File: src/rtl/serial_parity_tx.sv
// serial_parity_tx: parallel-in, serial-out framer.
// Frame on tx: start bit (0), WIDTH data bits LSB first, optional even parity
// bit, stop bit (1). Every bit lasts CLKS_PER_BIT clock cycles.
// Optional feature: define SERIAL_PARITY_TX_PARITY_EN to add the even parity
// bit. In the default build there is no parity state and no parity register.
//
// Handshake: a word is taken on a rising edge where din_valid && din_ready.
// din_ready is high only in IDLE. din_valid is ignored in every other state,
// so din may change freely once a word has been taken.
module serial_parity_tx #(
  parameter int WIDTH        = 8,
  parameter int CLKS_PER_BIT = 4
) (
  input  logic             clk,
  input  logic             rst_n,
  input  logic [WIDTH-1:0] din,
  input  logic             din_valid,
  output logic             din_ready,
  output logic             tx,
  output logic             busy,
  output logic             done
);

  localparam logic [7:0] CNT_MAX = 8'(CLKS_PER_BIT - 1);
  localparam logic [4:0] BIT_MAX = 5'(WIDTH - 1);

  typedef enum logic [2:0] {
    IDLE   = 3'd0,
    START  = 3'd1,
    DATA   = 3'd2,
    STOP   = 3'd3
`ifdef SERIAL_PARITY_TX_PARITY_EN
    , PARITY = 3'd4
`endif
  } state_t;

  state_t           state;
  state_t           state_next;
  logic [7:0]       cnt;       // cycle count inside the current bit period
  logic [4:0]       bit_idx;   // index of the data bit being sent
  logic [WIDTH-1:0] shreg;     // captured word; bit 0 is the bit on the line
  logic             bit_last;  // last cycle of the current bit period
  logic             accept;
`ifdef SERIAL_PARITY_TX_PARITY_EN
  logic             parity_q;
`endif

  assign bit_last = (cnt == CNT_MAX);
  assign accept   = din_valid && din_ready;

  // Next-state logic and the per-state outputs.
  always_comb begin
    state_next = state;
    tx         = 1'b1;
    busy       = (state != IDLE);
    din_ready  = (state == IDLE);
    case (state)
      IDLE: begin
        if (din_valid) state_next = START;
      end
      START: begin
        tx = 1'b0;
        if (bit_last) state_next = DATA;
      end
      DATA: begin
        tx = shreg[0];
        if (bit_last && (bit_idx == BIT_MAX)) begin
`ifdef SERIAL_PARITY_TX_PARITY_EN
          state_next = PARITY;
`else
          state_next = STOP;
`endif
        end
      end
`ifdef SERIAL_PARITY_TX_PARITY_EN
      PARITY: begin
        tx = parity_q;
        if (bit_last) state_next = STOP;
      end
`endif
      STOP: begin
        if (bit_last) state_next = IDLE;
      end
      default: state_next = IDLE;
    endcase
  end

  // State register; reset drops any frame in progress.
  always_ff @(posedge clk or negedge rst_n) begin
    if (!rst_n) state <= IDLE;
    else        state <= state_next;
  end

  // Bit-period counter, data bit index and shift register.
  always_ff @(posedge clk or negedge rst_n) begin
    if (!rst_n) begin
      cnt     <= '0;
      bit_idx <= '0;
      shreg   <= '0;
    end else if (state == IDLE) begin
      cnt     <= '0;
      bit_idx <= '0;
      if (accept) shreg <= din;
    end else begin
      cnt <= bit_last ? 8'd0 : cnt + 8'd1;
      if ((state == DATA) && bit_last) begin
        shreg   <= shreg >> 1;
        bit_idx <= (bit_idx == BIT_MAX) ? 5'd0 : bit_idx + 5'd1;
      end
    end
  end

`ifdef SERIAL_PARITY_TX_PARITY_EN
  // Even parity is fixed at the accept edge so later din changes cannot leak in.
  always_ff @(posedge clk or negedge rst_n) begin
    if (!rst_n)      parity_q <= 1'b0;
    else if (accept) parity_q <= ^din;
  end
`endif

  // done is high for the first IDLE cycle after the last stop-bit cycle.
  always_ff @(posedge clk or negedge rst_n) begin
    if (!rst_n) done <= 1'b0;
    else        done <= (state == STOP) && bit_last;
  end

endmodule

File: config.mk
export PLATFORM = sky130hd
export DESIGN_NAME = serial_parity_tx
export DESIGN_NICKNAME = d
export VERILOG_FILES = /design/src/rtl/serial_parity_tx.sv
export SDC_FILE = /design/constraint.sdc
export NUM_CORES = 1
export LEC_CHECK = 0
export ABC_AREA = 1
export CAP_MARGIN = 20
export CELL_PAD_IN_SITES_DETAIL_PLACEMENT = 1
export CELL_PAD_IN_SITES_GLOBAL_PLACEMENT = 2
export CORE_MARGIN = 4
export CORE_UTILIZATION = 29
export CTS_CLUSTER_SIZE = 12
export DETAILED_ROUTE_END_ITERATION = 8
export GPL_TIMING_DRIVEN = 0
export PLACE_DENSITY_LB_ADDON = 0.1
export SYNTH_ARGS = -nofsm -noshare
export SYNTH_HDL_FRONTEND = slang
export SYNTH_SLANG_ARGS = --single-unit
File: constraint.sdc
create_clock -name clk -period 1.25 [get_ports clk]
set_input_delay 0.125 -clock clk [delete_from_list [all_inputs] [get_ports clk]]
set_output_delay 0.125 -clock clk [all_outputs]
set_load 0.01 [all_outputs]
==> flow_summary.html <==
<table>
<tr><th>Metric</th><th>Value</th></tr>
<tr><th colspan="2">STA</th></tr>
<tr><td>Highest achievable clock rate</td><td>684.5 MHz</td></tr>
<tr><td>Hold Vio Cnt, Final</td><td>0</td></tr>
<tr><td>Final worst slack</td><td>-210.9 ps</td></tr>
<tr><td>Final Setup Violations</td><td>21</td></tr>
<tr><td>Worst slew slack as a fraction of its limit</td><td>58.79%</td></tr>
<tr><td>Final clock skew</td><td>4.982 ps</td></tr>
<tr><td>Worst-Margin Slew</td><td>616.2 ps</td></tr>
<tr><td>RSZ-0062 raised after global routing</td><td>yes</td></tr>
<tr><td>Final Slew Violations</td><td>0</td></tr>
<tr><td>Tmin final</td><td>1461 ps</td></tr>
<tr><td>Share of the clock period used by the worst path</td><td>116.9%</td></tr>
<tr><td>Min Hold Slack</td><td>231.0 ps</td></tr>
<tr><th colspan="2">Die</th></tr>
<tr><td>Core region area</td><td>4324 µm²</td></tr>
<tr><td>Count of boundary I/O pins</td><td>15</td></tr>
<tr><td>DIE AREA</td><td>5594 µm²</td></tr>
<tr><td>Row cnt</td><td>24</td></tr>
<tr><td>Die width</td><td>74.79 µm</td></tr>
<tr><td>Initial core utilization</td><td>29.92%</td></tr>
<tr><td>Overall die height</td><td>74.79 µm</td></tr>
<tr><th colspan="2">Logic synthesis</th></tr>
<tr><td>Fraction of synthesized cell area taken by the top area cell type</td><td>46.42%</td></tr>
<tr><td>Cell area after technology mapping</td><td>1294 µm²</td></tr>
<tr><td>Fraction of the yosys area taken by sequential cells</td><td>46.42%</td></tr>
<tr><td>Top cell type by total area after synthesis</td><td>dfrtp_1</td></tr>
<tr><td>Ranking of synthesized cells by area</td><td>dfrtp_1 46%, nand2_1 18%, nand3_1 6.2%</td></tr>
<tr><td>Number of instances in the synthesized netlist</td><td>166</td></tr>
<tr><td>Average footprint of a synthesized cell</td><td>7.794 µm²</td></tr>
<tr><td>Yosys Warn Count</td><td>0</td></tr>
<tr><td>Synth Register Bits</td><td>24</td></tr>
<tr><td>Number of distinct standard cells referenced by the synthesized netlist</td><td>23</td></tr>
<tr><td>Post-synthesis net count</td><td>183</td></tr>
<tr><th colspan="2">Finish</th></tr>
<tr><td>Final standard cell count with taps included and fillers excluded</td><td>256</td></tr>
<tr><td>Share of layout cells above drive strength 1</td><td>34.80%</td></tr>
<tr><td>Finished Cell Area</td><td>1998 µm²</td></tr>
<tr><td>Signed area change from the synthesized netlist to the final layout</td><td>54.45%</td></tr>
<tr><td>Final net count</td><td>222</td></tr>
<tr><td>Antenna diode instance count</td><td>0</td></tr>
<tr><th colspan="2">Critical path</th></tr>
<tr><td>Worst path required time</td><td>1420 ps</td></tr>
<tr><td>Buf+Inv Stages, Crit Path</td><td>1</td></tr>
<tr><td>Startpoint Class</td><td>flip-flop</td></tr>
<tr><td>Kind of cell with the highest combined delay on the critical path</td><td>simple AND/OR/NAND/NOR gates</td></tr>
<tr><td>Cell type of the slowest stage on the worst timing path</td><td>dfrtp_1</td></tr>
<tr><td>CP Cell Sequence</td><td>ha_4 -&gt; nand2_4 -&gt; nor2_4 -&gt; nand2_2 -&gt; nand2_4 -&gt; buf_12 -&gt; nand2_8 -&gt; nand2_2 -&gt; nand2_1</td></tr>
<tr><td>Type of element capturing the critical path</td><td>flip-flop</td></tr>
<tr><td>Type of the worst setup path</td><td>flip-flop to flip-flop</td></tr>
<tr><td>Stage delay of the slowest cell on the critical path</td><td>430 ps</td></tr>
<tr><td>Arrival time reported for the critical path endpoint</td><td>1630 ps</td></tr>
<tr><td>Max FO, Critical Path</td><td>8</td></tr>
<tr><th colspan="2">Route</th></tr>
<tr><td>Drt wl/cell</td><td>14.50 µm</td></tr>
<tr><td>Wirelength, routed</td><td>3712 µm</td></tr>
<tr><td>1st-pass router iterations</td><td>3</td></tr>
<tr><td>Detailed-route vias per instance</td><td>4.754</td></tr>
<tr><td>Drt initial violations</td><td>17</td></tr>
<tr><td>Post-route ant nets</td><td>0</td></tr>
<tr><td>Via total after detailed routing</td><td>1217</td></tr>
<tr><td>Number of DRC violations after detailed routing</td><td>0</td></tr>
<tr><th colspan="2">Min path</th></tr>
<tr><td>Worst min-delay path class</td><td>primary input to async pin</td></tr>
<tr><th colspan="2">Clock network</th></tr>
<tr><td>Clock insertion delay at the later pin of the skew report</td><td>270 ps</td></tr>
<tr><td>Post-CTS Hold Fix Bufs</td><td>0</td></tr>
<tr><td>CTS sink count</td><td>24</td></tr>
<tr><td>Clock tree from TritonCTS</td><td>built</td></tr>
<tr><td>H-Tree Level Count</td><td>1</td></tr>
<tr><td>Maximum clock path buffer count</td><td>2</td></tr>
<tr><td>CTS root buf</td><td>clkbuf_8</td></tr>
<tr><td>Number of buffers created by CTS</td><td>3</td></tr>
<tr><td>Clock Pin Slew Worst Setup and Hold Paths</td><td>90 ps</td></tr>
<tr><th colspan="2">Outcome</th></tr>
<tr><td>Status</td><td>finished, violations left</td></tr>
<tr><td>Failing checks</td><td>setup timing</td></tr>
<tr><th colspan="2">Global route</th></tr>
<tr><td>Total gr overflow</td><td>0</td></tr>
<tr><td>Antenna violations before repair</td><td>0</td></tr>
<tr><td>GRT Total Usage</td><td>15.03%</td></tr>
<tr><td>Global-route wire length before repair</td><td>6306 µm</td></tr>
<tr><td>Via count of the first global-routing pass</td><td>1354</td></tr>
<tr><td>Maximum number of pins on one net before global-route repair</td><td>16</td></tr>
<tr><th colspan="2">Place</th></tr>
<tr><td>IO Port Bufs</td><td>14</td></tr>
<tr><td>Placed Instances</td><td>233</td></tr>
<tr><td>Placed Area</td><td>1549 µm²</td></tr>
<tr><td>Placed wire-length estimate</td><td>2497 µm</td></tr>
<tr><td>Pre-CTS worst setup slack</td><td>-464.3 ps</td></tr>
<tr><td>Gpl congestion</td><td>0.7809</td></tr>
<tr><th colspan="2">Power</th></tr>
<tr><td>Leakage power</td><td>0.9785 nW</td></tr>
<tr><td>Power density over the cells</td><td>2272 nW/µm²</td></tr>
<tr><td>Highest ir drop seen on vdd</td><td>0.001062 V</td></tr>
<tr><th colspan="2">Flow run</th></tr>
<tr><td>Total of max-cap violations</td><td>0</td></tr>
</table>
[power breakdown]
group | switching, mW | internal (mW)
combinational | 1.47 | 1.38
sequential | 0.162 | 0.984
clock | 0.264 | 0.282
[registers in the layout (all words and copies together), names as in the netlist]
signal   cells
state        2
cnt          8
bit_idx      5
done         1
shreg        8
[per-layer routing]
metal | part of all wire (%) | track usage [%] | up-vias
met4 | 1.4 | 5.336 | 0
met2 | 54 | 27.51 | 12
met3 | 2.1 | 2.270 | 5
li1 | - | - | 599
met1 | 42 | 17.75 | 601
met5 | 0 | 0 | -
[Yosys cell counts]
| library cell | number |
|---|---|
| o21ai_2 | 1 |
| inv_4 | 1 |
| nor3b_1 | 2 |
| nor2_1 | 21 |
| o211ai_1 | 1 |
| nor2_4 | 1 |
| nand2_1 | 63 |
| inv_2 | 1 |
| xnor2_1 | 2 |
| buf_2 | 2 |
| nand3_1 | 16 |
| or2_2 | 1 |
| o21ai_0 | 1 |
| buf_8 | 1 |
| nand2_4 | 1 |
| o21ai_1 | 1 |
| xor2_1 | 3 |
| inv_1 | 12 |
| dfrtp_1 | 24 |
| nor3_1 | 2 |
| nand2_2 | 2 |
| ha_1 | 6 |
| o22ai_1 | 1 |
[worst register-to-register path, stage by stage, from the launching register on]
cell	delay, ps
dfrtp_1	430
ha_4	180
nand2_4	50
nor2_4	150
nand2_2	110
nand2_4	100
buf_12	120
nand2_8	70
nand2_2	80
nand2_1	60
[placed cells by master (no fill, tap or decap), types with 2 or more instances in the layout]
cell / n
buf_16: 2
buf_4: 11
buf_6: 8
buf_8: 3
clkbuf_8: 4
clkdlybuf4s50_1: 10
dfrtp_1: 24
ha_4: 5
inv_1: 9
inv_2: 3
nand2_1: 52
nand2_2: 6
nand2_4: 7
nand3_1: 15
nor2_1: 15
nor2_2: 5
nor2_4: 2
nor3_2: 2
nor3b_2: 2
o21ai_2: 3
xnor2_1: 2
xor2_1: 3
[layout make-up]
cell class | count | area (µm²)
flip-flops and latches | 24 | 600.6
plain buffers | 3 | 41.29
fillers | 513 | 2326
inverters | 14 | 65.06
well taps | 52 | 65.06
clock buffers | 4 | 55.05
repair buffers | 34 | 365.4
multi-input cells | 125 | 805.8
[repair_timing]
action / CTS / global route
setup buffers: 14 / 4
pin swaps: 15 / 12
endpoints found under the setup margin: 24 / 25
cloned: 1 / 0
gates resized for setup: 61 / 11
[logic make-up (layout without fill, tap and decap cells)]
group / count (synthesis) / in the layout / synth area share [%]
adders and majority gates: 6 / 6 / 5.803
and+or+nand+nor: 109 / 109 / 35.69
buffers and inverters: 17 / 55 / 6.189
DFF: 24 / 24 / 46.42
AOI/OAI and AO/OA: 5 / 5 / 2.514
xor gates and xnor gates: 5 / 5 / 3.386
[through the flow]
stage | util (%) | setup TNS (ps) | power (mW)
final | 46.21 | -2853 | 4.539
after global routing | 46.21 | -4540 | 4.920
after CTS | 44.59 | -2640 | 4.467
after detailed placement | 35.82 | -4463 | 2.888
after global placement | 35.19 | -10110 | 2.796
after floorplan | - | 0 | 2.306
[final timing paths]
path / from / endpoint / slack (ps) / cells after the start
setup / recovery: cnt[0] / shreg[6] / -210 / 9
hold / removal: rst_n / bit_idx[3] / 230 / 1
setup reg to reg: cnt[0] / shreg[6] / -210 / 9
hold reg to reg: shreg[2] / shreg[2] / 480 / 2
max in group asynchronous: rst_n / shreg[4] / 520 / 2
min in group clk: din[7] / shreg[7] / 420 / 3
(Power assumes the default switching activity.)
